`src/rtl/crtc_timing_gen.sv`:
```
// 6845-class CRT timing generator with a 6845-style host bus, programmable
// counter widths, sync/DE polarity and a blinking cursor.
// Display outputs are registered; on each enabled character clock they
// present the decode of the character position held by the counters at that edge.
module crtc_timing_gen #(
    parameter int HW  = 8,
    parameter int VW  = 7,
    parameter int RAW = 5,
    parameter int MAW = 14
) (
    input  logic           CLK,
    input  logic           RST,
    input  logic           CCLK_EN,
    input  logic           CSn,
    input  logic           E,
    input  logic           RS,
    input  logic           RW,
    input  logic [7:0]     D_IN,
    output logic [7:0]     D_OUT,
    output logic           D_OE,
    output logic           HSYNC,
    output logic           VSYNC,
    output logic           DE,
    output logic [MAW-1:0] MA,
    output logic [RAW-1:0] RA,
    output logic           CURSOR
);

    typedef enum logic {ST_ACTIVE, ST_ADJUST} state_t;

    // register file
    logic [4:0]     addr;
    logic           e_q;
    logic [HW-1:0]  r_htot, r_hdisp, r_hsync;
    logic [7:0]     r_sync_w;
    logic [VW-1:0]  r_vtot, r_vdisp, r_vsync;
    logic [RAW-1:0] r_vadj, r_maxra, r_cstart, r_cend;
    logic [1:0]     r_blink;
    logic [7:0]     r8_unused;
    logic [MAW-9:0] r_start_hi, r_cur_hi;
    logic [7:0]     r_start_lo, r_cur_lo;
    logic [2:0]     r_inv;

    // display counters
    state_t         state, state_nxt;
    logic [HW-1:0]  hcnt, hcnt_nxt;
    logic [RAW-1:0] ra, ra_nxt;
    logic [VW-1:0]  row, row_nxt;
    logic [MAW-1:0] row_base, base_nxt;
    logic [4:0]     frame_cnt, frame_nxt;
    logic           eof;

    // sync run state: *_rem counts units left including the current one
    logic           hs_run, vs_run;
    logic [4:0]     hs_rem, vs_rem;

    logic commit;
    assign commit = e_q && !E && !CSn;
    assign D_OE   = !CSn && RW && E;

    // host bus: E falling edge commits address or data writes
    always_ff @(posedge CLK) begin
        if (RST) begin
            e_q <= 1'b0; addr <= '0;
            r_htot <= '0; r_hdisp <= '0; r_hsync <= '0; r_sync_w <= '0;
            r_vtot <= '0; r_vadj <= '0; r_vdisp <= '0; r_vsync <= '0;
            r8_unused <= '0; r_maxra <= '0; r_cstart <= '0; r_blink <= '0;
            r_cend <= '0; r_start_hi <= '0; r_start_lo <= '0;
            r_cur_hi <= '0; r_cur_lo <= '0; r_inv <= '0;
        end else begin
            e_q <= E;
            if (commit && !RW) begin
                if (!RS) begin
                    addr <= D_IN[4:0];
                end else begin
                    case (addr)
                        5'd0:  r_htot     <= D_IN[HW-1:0];
                        5'd1:  r_hdisp    <= D_IN[HW-1:0];
                        5'd2:  r_hsync    <= D_IN[HW-1:0];
                        5'd3:  r_sync_w   <= D_IN;
                        5'd4:  r_vtot     <= D_IN[VW-1:0];
                        5'd5:  r_vadj     <= D_IN[RAW-1:0];
                        5'd6:  r_vdisp    <= D_IN[VW-1:0];
                        5'd7:  r_vsync    <= D_IN[VW-1:0];
                        5'd8:  r8_unused  <= D_IN;
                        5'd9:  r_maxra    <= D_IN[RAW-1:0];
                        5'd10: begin
                            r_cstart <= D_IN[RAW-1:0];
                            r_blink  <= D_IN[6:5];
                        end
                        5'd11: r_cend     <= D_IN[RAW-1:0];
                        5'd12: r_start_hi <= D_IN[MAW-9:0];
                        5'd13: r_start_lo <= D_IN;
                        5'd14: r_cur_hi   <= D_IN[MAW-9:0];
                        5'd15: r_cur_lo   <= D_IN;
                        5'd16: r_inv      <= D_IN[2:0];
                        default: ;
                    endcase
                end
            end
        end
    end

    // read mux: only cursor address and polarity are readable
    always_comb begin
        D_OUT = 8'h00;
        case (addr)
            5'd14: D_OUT = {{(16-MAW){1'b0}}, r_cur_hi};
            5'd15: D_OUT = r_cur_lo;
            5'd16: D_OUT = {5'b00000, r_inv};
            default: D_OUT = 8'h00;
        endcase
    end

    logic h_wrap, ra_wrap, v_last, adj_done;
    assign h_wrap   = hcnt >= r_htot;
    assign ra_wrap  = ra >= r_maxra;
    assign v_last   = row >= r_vtot;
    assign adj_done = ({1'b0, ra} + (RAW+1)'(1)) >= {1'b0, r_vadj};

    // frame sequencing: next counter values and ACTIVE/ADJUST transitions
    always_comb begin
        state_nxt = state;
        hcnt_nxt  = hcnt + HW'(1);
        ra_nxt    = ra;
        row_nxt   = row;
        base_nxt  = row_base;
        frame_nxt = frame_cnt;
        eof       = 1'b0;
        if (h_wrap) begin
            hcnt_nxt = '0;
            ra_nxt   = ra + RAW'(1);
            case (state)
                ST_ACTIVE: begin
                    if (ra_wrap) begin
                        ra_nxt   = '0;
                        row_nxt  = row + VW'(1);
                        base_nxt = row_base + MAW'(r_hdisp);
                        if (v_last) begin
                            if (r_vadj == '0) eof = 1'b1;
                            else              state_nxt = ST_ADJUST;
                        end
                    end
                end
                ST_ADJUST: begin
                    if (adj_done) eof = 1'b1;
                end
                default: state_nxt = ST_ACTIVE;
            endcase
            if (eof) begin
                state_nxt = ST_ACTIVE;
                ra_nxt    = '0;
                row_nxt   = '0;
                base_nxt  = {r_start_hi, r_start_lo};
                frame_nxt = frame_cnt + 5'd1;
            end
        end
    end

    // state and counter registers, advanced by the character clock
    always_ff @(posedge CLK) begin
        if (RST) begin
            state <= ST_ACTIVE; hcnt <= '0; ra <= '0; row <= '0;
            row_base <= '0; frame_cnt <= '0;
        end else if (CCLK_EN) begin
            state <= state_nxt; hcnt <= hcnt_nxt; ra <= ra_nxt; row <= row_nxt;
            row_base <= base_nxt; frame_cnt <= frame_nxt;
        end
    end

    logic       hs_start, vs_start, hs_on, vs_on;
    logic [4:0] hs_w, vs_w, hs_left, vs_left;
    assign hs_start = hcnt == r_hsync;
    assign vs_start = (hcnt == '0) && (ra == '0) && (row == r_vsync) && (state == ST_ACTIVE);
    assign hs_w     = (r_sync_w[3:0] == 4'd0) ? 5'd16 : {1'b0, r_sync_w[3:0]};
    assign vs_w     = (r_sync_w[7:4] == 4'd0) ? 5'd16 : {1'b0, r_sync_w[7:4]};
    assign hs_left  = hs_start ? hs_w : hs_rem;
    assign vs_left  = vs_start ? vs_w : vs_rem;
    assign hs_on    = hs_start || hs_run;
    assign vs_on    = vs_start || vs_run;

    // sync stretchers: HSYNC counts chars and dies at line end, VSYNC counts scanlines
    always_ff @(posedge CLK) begin
        if (RST) begin
            hs_run <= 1'b0; hs_rem <= '0; vs_run <= 1'b0; vs_rem <= '0;
        end else if (CCLK_EN) begin
            hs_rem <= hs_left - 5'd1;
            hs_run <= !h_wrap && hs_on && (hs_left > 5'd1);
            if (h_wrap) begin
                vs_rem <= vs_left - 5'd1;
                vs_run <= vs_on && (vs_left > 5'd1);
            end else begin
                vs_rem <= vs_left;
                vs_run <= vs_on;
            end
        end
    end

    logic           de_raw, blink_on, cur_hit;
    logic [MAW-1:0] ma_cur;
    assign de_raw = (hcnt < r_hdisp) && (row < r_vdisp) && (state != ST_ADJUST);
    assign ma_cur = row_base + MAW'(hcnt);

    // blink source selection
    always_comb begin
        blink_on = 1'b1;
        case (r_blink)
            2'b00: blink_on = 1'b1;
            2'b01: blink_on = 1'b0;
            2'b10: blink_on = frame_cnt[3];
            2'b11: blink_on = frame_cnt[4];
            default: blink_on = 1'b1;
        endcase
    end

    assign cur_hit = de_raw && (ma_cur == {r_cur_hi, r_cur_lo}) &&
                     (ra >= r_cstart) && (ra <= r_cend) && blink_on;

    // registered display outputs; hold while the character clock is idle
    always_ff @(posedge CLK) begin
        if (RST) begin
            HSYNC <= 1'b0; VSYNC <= 1'b0; DE <= 1'b0;
            MA <= '0; RA <= '0; CURSOR <= 1'b0;
        end else if (CCLK_EN) begin
            HSYNC  <= hs_on ^ r_inv[0];
            VSYNC  <= vs_on ^ r_inv[1];
            DE     <= de_raw ^ r_inv[2];
            MA     <= ma_cur;
            RA     <= ra;
            CURSOR <= cur_hit;
        end
    end

endmodule
```
`config.mk`:
```
export PLATFORM = sky130hd
export DESIGN_NAME = crtc_timing_gen
export DESIGN_NICKNAME = d
export VERILOG_FILES = /design/src/rtl/crtc_timing_gen.sv
export SDC_FILE = /design/constraint.sdc
export NUM_CORES = 1
export LEC_CHECK = 0
export ABC_AREA = 1
export CORE_MARGIN = 1
export CORE_UTILIZATION = 65
export CTS_BUF_LIST = sky130_fd_sc_hd__clkbuf_4
export CTS_CLUSTER_SIZE = 30
export DETAILED_ROUTE_END_ITERATION = 16
export PLACE_DENSITY = 0.85
export SETUP_SLACK_MARGIN = 0.4
export SLEW_MARGIN = 20
export SYNTH_ARGS = -nofsm -noshare
export SYNTH_HDL_FRONTEND = slang
export SYNTH_SLANG_ARGS = --single-unit
```
`constraint.sdc`:
```
create_clock -name CLK -period 5.33 [get_ports CLK]
set_clock_uncertainty 0.15 [all_clocks]
set_input_delay 0.533 -clock CLK [delete_from_list [all_inputs] [get_ports CLK]]
set_output_delay 0.533 -clock CLK [all_outputs]
set_load 0.1 [all_outputs]
```
==> results.yml, run 1 <==
status:
  status: "finished, final reports clean"
power:
  peakVddDrop_mv: 0.1253
  powerDensity_nw_per_um2: 231.4
  p_leak_nw: 4.875
detailed_routing:
  m1WireLength_um: 11870
  routed_wl_um: 27560
  num_vias: 9803
  drcViolationCount: 0
  wl_per_cell_um: 16.05
  postRouteAntennaNets: 0
  firstDrtPassIters: 8
  viasPerCell: 5.709
  route.met3.wl_um: 1850
  highest_layer: "met4"
  drtIter0Drc: 963
  wl_met2_um: 12840
placement:
  place.gp.congestion: 0.9417
  numPortBuffers: 46
  place_area_sq_um: 10950
  dp_hpwl_um: 19580
  dp_slack_ns: 1.924
cells_and_area:
  area_delta_synth_final_pct: 7.424
  drive_gt1_share_pct: 5.867
  finish.utilization_pct: 71.15
  fin_area_sq_um: 11260
  fin_nets: 1578
timing:
  fin_ws_ns: 1.507
  fmax_mhz: 261.5
  rsz0062_at_grt: "no"
  hold_viol: 0
  tns_ns: 0
  finalCritPeriodShare_pct: 71.73
  tightest_slew_ns: 1.139
  period_minus_slack_ns: 3.823
  relSlewSlack_pct: 23.78
  setup_viol: 0
  drv_slew: 0
run:
  drv_cap: 0
critical_path:
  critPathArrivalTime_ns: 3.14
  worstPathCellList: "nor3_1, inv_1, nor2_1, inv_1, o221ai_1, clkdlybuf4s50_1"
  required_ns: 4.65
  max_stage_delay_ns: 1.16
  cp_max_fo: 7
  crit_buf_inv: 3
  crit_type: "reg -> out"
  cp_slowest_cell: "clkdlybuf4s50_1"
  crit_path_end_kind: "output pin"
  crit_family: "buffers and inverters"
  start_kind: "flip-flop"
  cp_common_cell: "inv_1"
clocking:
  cts_tree: "built"
  cts.sinks: 187
  cts-root-buf: "clkbuf_4"
  ctsHtreeMaxLevel: 4
  post_cts_resize_count: 0
  clockBufferDepth: 2
  cts-buffers-inserted: 17
  cts_hold_buf: 0
  clk_latency_ns: 0.62
  post_cts_buffers: 0
  clk_pin_slew_worst_paths_ns: 0.16
floorplan:
  ios: 47
  die_w_um: 129.0
  start_util_pct: 66.23
  fp.coreArea_sq_um: 15830
  fp.dieArea_sq_um: 16640
  fp-row-count: 46
  die_h_um: 129.0
grt:
  grt_pass1_vias: 8874
  grt_first_pass_wirelength_um: 44230
  antenna_found_initial: 1
  gr-usage-all-layers_pct: 34.62
  grt-ovfl-total: 0
  grt_max_degree: 64
synth:
  syn-num-nets: 1563
  syn-mean-instance-area_sq_um: 7.121
  synth_top_cell_by_area: "dfxtp_1"
  synthFlopType: "dfxtp_1"
  yosysSeqAreaShare_pct: 35.71
  synth_cell_types: 49
  synth_area_leaders: "dfxtp_1 (36%), nand2_1 (9.3%), ha_1 (8.8%)"
  synth.top_cell.area_share_pct: 35.71
  synth_async_sr_flop_share_pct: 0
  syn_area_sq_um: 10480
  yosysWarningCount: 0
  synthCells: 1472
  synth_enable_flop_cells: 0
  ys_ff_latch: 187
hold_path:
  worst_hold_path_type: "in -> reg"
==> cells in the mapped netlist (2+ instances only) <==
| cell | instances |
|---|---|
| nand2_1 | 261 |
| inv_1 | 207 |
| dfxtp_1 | 187 |
| a21oi_1 | 165 |
| o21ai_0 | 143 |
| nor2_1 | 139 |
| ha_1 | 74 |
| nand3_1 | 68 |
| clkbuf_1 | 25 |
| xor2_1 | 25 |
| buf_2 | 19 |
| nand4_1 | 18 |
| a211oi_1 | 17 |
| xnor2_1 | 14 |
| nor3_1 | 11 |
| inv_2 | 8 |
| nor3_2 | 8 |
| o21ai_2 | 8 |
| nand2_2 | 7 |
| nor2_2 | 6 |
| o221ai_1 | 5 |
| buf_6 | 4 |
| nand3b_1 | 4 |
| o211ai_1 | 4 |
| o21ai_1 | 4 |
| o22ai_1 | 4 |
| buf_4 | 3 |
| nand3_2 | 3 |
| nor2_4 | 3 |
| o21a_1 | 3 |
| or2_1 | 3 |
| buf_1 | 2 |
| fa_1 | 2 |
| nand4_2 | 2 |
| nor3b_1 | 2 |
==> layer usage <==
metal	global-route usage, %	up-vias
met5	0	-
met4	15.85	0
met3	6.611	79
met2	57.20	375
met1	43.83	4500
li1	-	4849
==> per-stage QoR <==
| step | cells | hold slack, ns | power, mW |
|---|---|---|---|
| 3_5_place_dp | 1684 | 0.3067 | 1.784 |
| 5_1_grt | 1717 | 0.1761 | 2.687 |
| 3_3_place_gp | 1684 | 0.3012 | 1.778 |
| 6_report | 1717 | 0.1791 | 2.606 |
| 2_1_floorplan | 1472 | 0.2903 | 1.701 |
| 4_1_cts | 1716 | 0.1708 | 2.594 |
==> worst paths after layout <==
| check | from | end | slack (ns) | depth (start not counted) |
|---|---|---|---|---|
| worst min-delay path | CCLK_EN | MA[2] | 0.18 | 2 |
| worst max register to register | ra[0] | frame_cnt[1] | 1.78 | 14 |
| worst min register to register | vs_rem[1] | vs_rem[1] | 0.33 | 2 |
| worst max-delay path | addr[4] | D_OUT[2] | 1.51 | 6 |
==> cells by family after synthesis <==
kind of cell             share of synthesized area [%]
AND/OR/NAND/NOR                                  22.61
AO/OA/AOI/OAI                                    18.52
XOR/XNOR                                         3.473
buffers and inverters                            10.47
adder cells (fa/ha/maj)                          9.215
flip-flops                                       35.71
==> sequential cells by signal, summed over array words and instances (netlist names), 6 cells and up <==
register and flops:
r_vtot 7, MA 14, r_start_hi 6, r_sync_w 8
r_htot 8, r_vsync 7, row_base 14, r_hsync 8
hcnt 8, r_hdisp 8, r_vdisp 7, row 7
r_cur_lo 8, r_cur_hi 6, r_start_lo 8
==> layout by cell type, fill, tap and decap left out, drive strengths merged, types with 2 or more instances in the layout <==
cell type	Yosys	routed
nand2	268	268
inv	215	218
dfxtp	187	187
a21oi	165	165
o21ai	156	156
nor2	148	148
ha	74	74
nand3	72	72
clkdlybuf4s50	0	44
xor2	25	25
nand4	20	20
nor3	20	20
clkbuf	26	18
a211oi	18	18
xnor2	14	14
buf	28	7
clkinv	1	6
o221ai	5	5
o22ai	4	4
o211ai	4	4
nand3b	4	4
or2	4	4
o21a	3	3
clkinvlp	0	3
bufinv	0	3
nor3b	2	2
fa	2	2
==> final cells by class <==
cell class / count / area [sq um]
tap: 216 / 270.3
multi-input combinational: 1014 / 5642
sequential: 187 / 3744
fill: 1337 / 4567
antenna: 1 / 2.502
clock inverter: 14 / 168.9
timing repair buffer: 51 / 488.0
inverter: 216 / 810.8
clock buffer: 18 / 135.1
==> power by group <==
group	switching (mW)	internal, mW	total, mW
Sequential	0.0170	1.42	1.44
Combinational	0.231	0.0870	0.318
Clock	0.515	0.332	0.847
Total	0.763	1.84	2.61
Power figures use the tool's default switching activity.
==> run 2, diff against run 1 <==
- CORE_UTILIZATION: 65 -> 63
- PLACE_DENSITY: 0.85 -> 0.83
- clock period: 5.33 -> 3.8 ns (I/O delays scaled with it)
==> run 2 against run 1 <==
  * Cell count is 0.17% higher
  * Die area is 3.1% higher
  * Global-route usage is 0.98 points lower
  * Sequential cell count stayed put
  * Register-to-register slack worse by 0.93 ns
  * Routed wire length is 0.57% lower
  * Sequential share of layout area hardly changed
  * Design area is 0.14% higher
  * Hold slack worse by 0.11 ns
  * Setup slack worse by 0.65 ns
==> results.yml, run 2 (synthesized netlist as in run 1, its figures left out) <==
status:
  status: "finished, final reports clean"
detailed_routing:
  drcViolationCount: 0
  drtIter0Drc: 941
  routed_wl_um: 27400
  num_vias: 9679
  route.met3.wl_um: 2156
  viasPerCell: 5.627
  wl_per_cell_um: 15.93
  firstDrtPassIters: 7
  m1WireLength_um: 12520
  postRouteAntennaNets: 0
  highest_layer: "met4"
  wl_met2_um: 11980
timing:
  drv_slew: 0
  fin_ws_ns: 0.8530
  hold_viol: 0
  setup_viol: 0
  rsz0062_at_grt: "no"
  tightest_slew_ns: 1.034
  tns_ns: 0
  relSlewSlack_pct: 30.84
  fmax_mhz: 339.3
  period_minus_slack_ns: 2.947
  finalCritPeriodShare_pct: 77.55
critical_path:
  crit_path_end_kind: "flip-flop"
  ff2ff_setup_slack_ns: 0.85
  required_ns: 4.22
  startpoint: "ra[0]"
  rr_endpoint: "row[6]"
  cp_max_fo: 21
  critPathArrivalTime_ns: 3.36
  r2r-start: "ra[0]"
  crit_end: "row[6]"
  start_kind: "flip-flop"
  crit_type: "reg -> reg"
  reg2regPathDepth: 15
clocking:
  cts-root-buf: "clkbuf_4"
  cts_hold_buf: 0
  ctsHtreeMaxLevel: 4
  clockBufferDepth: 2
  clk_pin_slew_worst_paths_ns: 0.17
  cts.sinks: 187
  post_cts_buffers: 0
  cts-buffers-inserted: 17
  clk_latency_ns: 0.63
  cts_tree: "built"
  post_cts_resize_count: 0
floorplan:
  die_w_um: 131.0
  start_util_pct: 65.28
  fp-row-count: 46
  fp.dieArea_sq_um: 17160
  fp.coreArea_sq_um: 16060
  die_h_um: 131.0
  ios: 47
placement:
  dp_hpwl_um: 19080
  dp.cells: 1687
  dp_slack_ns: 0.9149
  place.gp.congestion: 0.9044
  place_area_sq_um: 10970
  numPortBuffers: 46
grt:
  grt_max_degree: 105
  gr-usage-all-layers_pct: 33.64
  grt_first_pass_wirelength_um: 44100
  grt_pass1_vias: 8638
  antenna_found_initial: 1
  grt-ovfl-total: 0
cells_and_area:
  fillCellCount: 1367
  instances_no_fill: 1720
  finish.utilization_pct: 70.23
  area_delta_synth_final_pct: 7.580
  fin_nets: 1581
  final_common_cell: "nand2_1"
  largestRegisters: "MA: 14 flops, row_base: 14 flops"
  drive_gt1_share_pct: 6.786
  layout_common_cells: "nand2_1 (261), inv_1 (206), dfxtp_1 (187)"
  fin_area_sq_um: 11280
hold_path:
  worst_hold_path_type: "in -> reg"
power:
  powerDensity_nw_per_um2: 325.6
  peakVddDrop_mv: 0.2121
  p_leak_nw: 4.922
run:
  drv_cap: 0
run 2: cell count changes in the layout (fill, tap and decap cells not counted), sizes merged:
cell	before	now
clkbuf	18	17
inv	218	223
clkinv	6	4
clkinvlp	3	2
clkdlybuf4s50	44	35
buf	7	19
bufinv	3	2
run 2: power breakdown:
| part | leakage, nW | total [mW] | switching (mW) | internal [mW] |
|---|---|---|---|---|
| Combinational | 3.24 | 0.450 | 0.327 | 0.123 |
| Clock | 0.163 | 1.20 | 0.780 | 0.419 |
| Sequential | 1.52 | 2.02 | 0.0241 | 2.00 |
run 2: worst min-delay path by stage:
stage,slack (ns),startpoint,cells past startpoint,end
floorplan,0.29,hs_run,2,hs_run
global placement,0.30,vs_run,2,vs_run
detailed placement,0.31,vs_rem[1],2,vs_rem[1]
CTS,0.04,RST,4,MA[3]
global route,0.08,RST,4,r_vadj[4]
finish,0.07,RST,4,r_vadj[4]
run 2: worst max-delay path: stages (launching register included):
cell and delay, ns:
dfxtp_1 0.41, inv_1 0.15, ha_1 0.35, ha_1 0.28
o21ai_1 0.05, a21boi_0 0.16, o21ai_1 0.08, nand2_1 0.06
nand2_1 0.05, nand2_1 0.07, nand2_2 0.12, nand2_1 0.09
nand2_1 0.42, o21ai_0 0.32, nand2_1 0.07, nor2_1 0.08
run 2: metrics by stage:
stage | hold slack [ns] | total power, mW
2_1_floorplan | 0.2903 | 2.386
3_3_place_gp | 0.3013 | 2.498
3_5_place_dp | 0.3099 | 2.505
4_1_cts | 0.04082 | 3.676
5_1_grt | 0.07612 | 3.799
6_report | 0.06573 | 3.672
run 2: per-layer routing:
layer / up-vias / GRT usage (%)
li1: 4852 / -
met1: 4391 / 45.84
met2: 373 / 53.50
met3: 63 / 5.985
met4: 0 / 11.76
met5: - / 0
run 2: cell type report:
cell class / count / area [sq um] / area share, %
sequential: 187 / 3744 / 33.20
clock buffer: 17 / 127.6 / 1.132
clock inverter: 15 / 180.2 / 1.598
timing repair buffer: 54 / 500.5 / 4.438
inverter: 216 / 810.8 / 7.190
antenna: 1 / 2.502 / 0.02219
multi-input combinational: 1014 / 5642 / 50.03
tap: 216 / 270.3 / 2.397
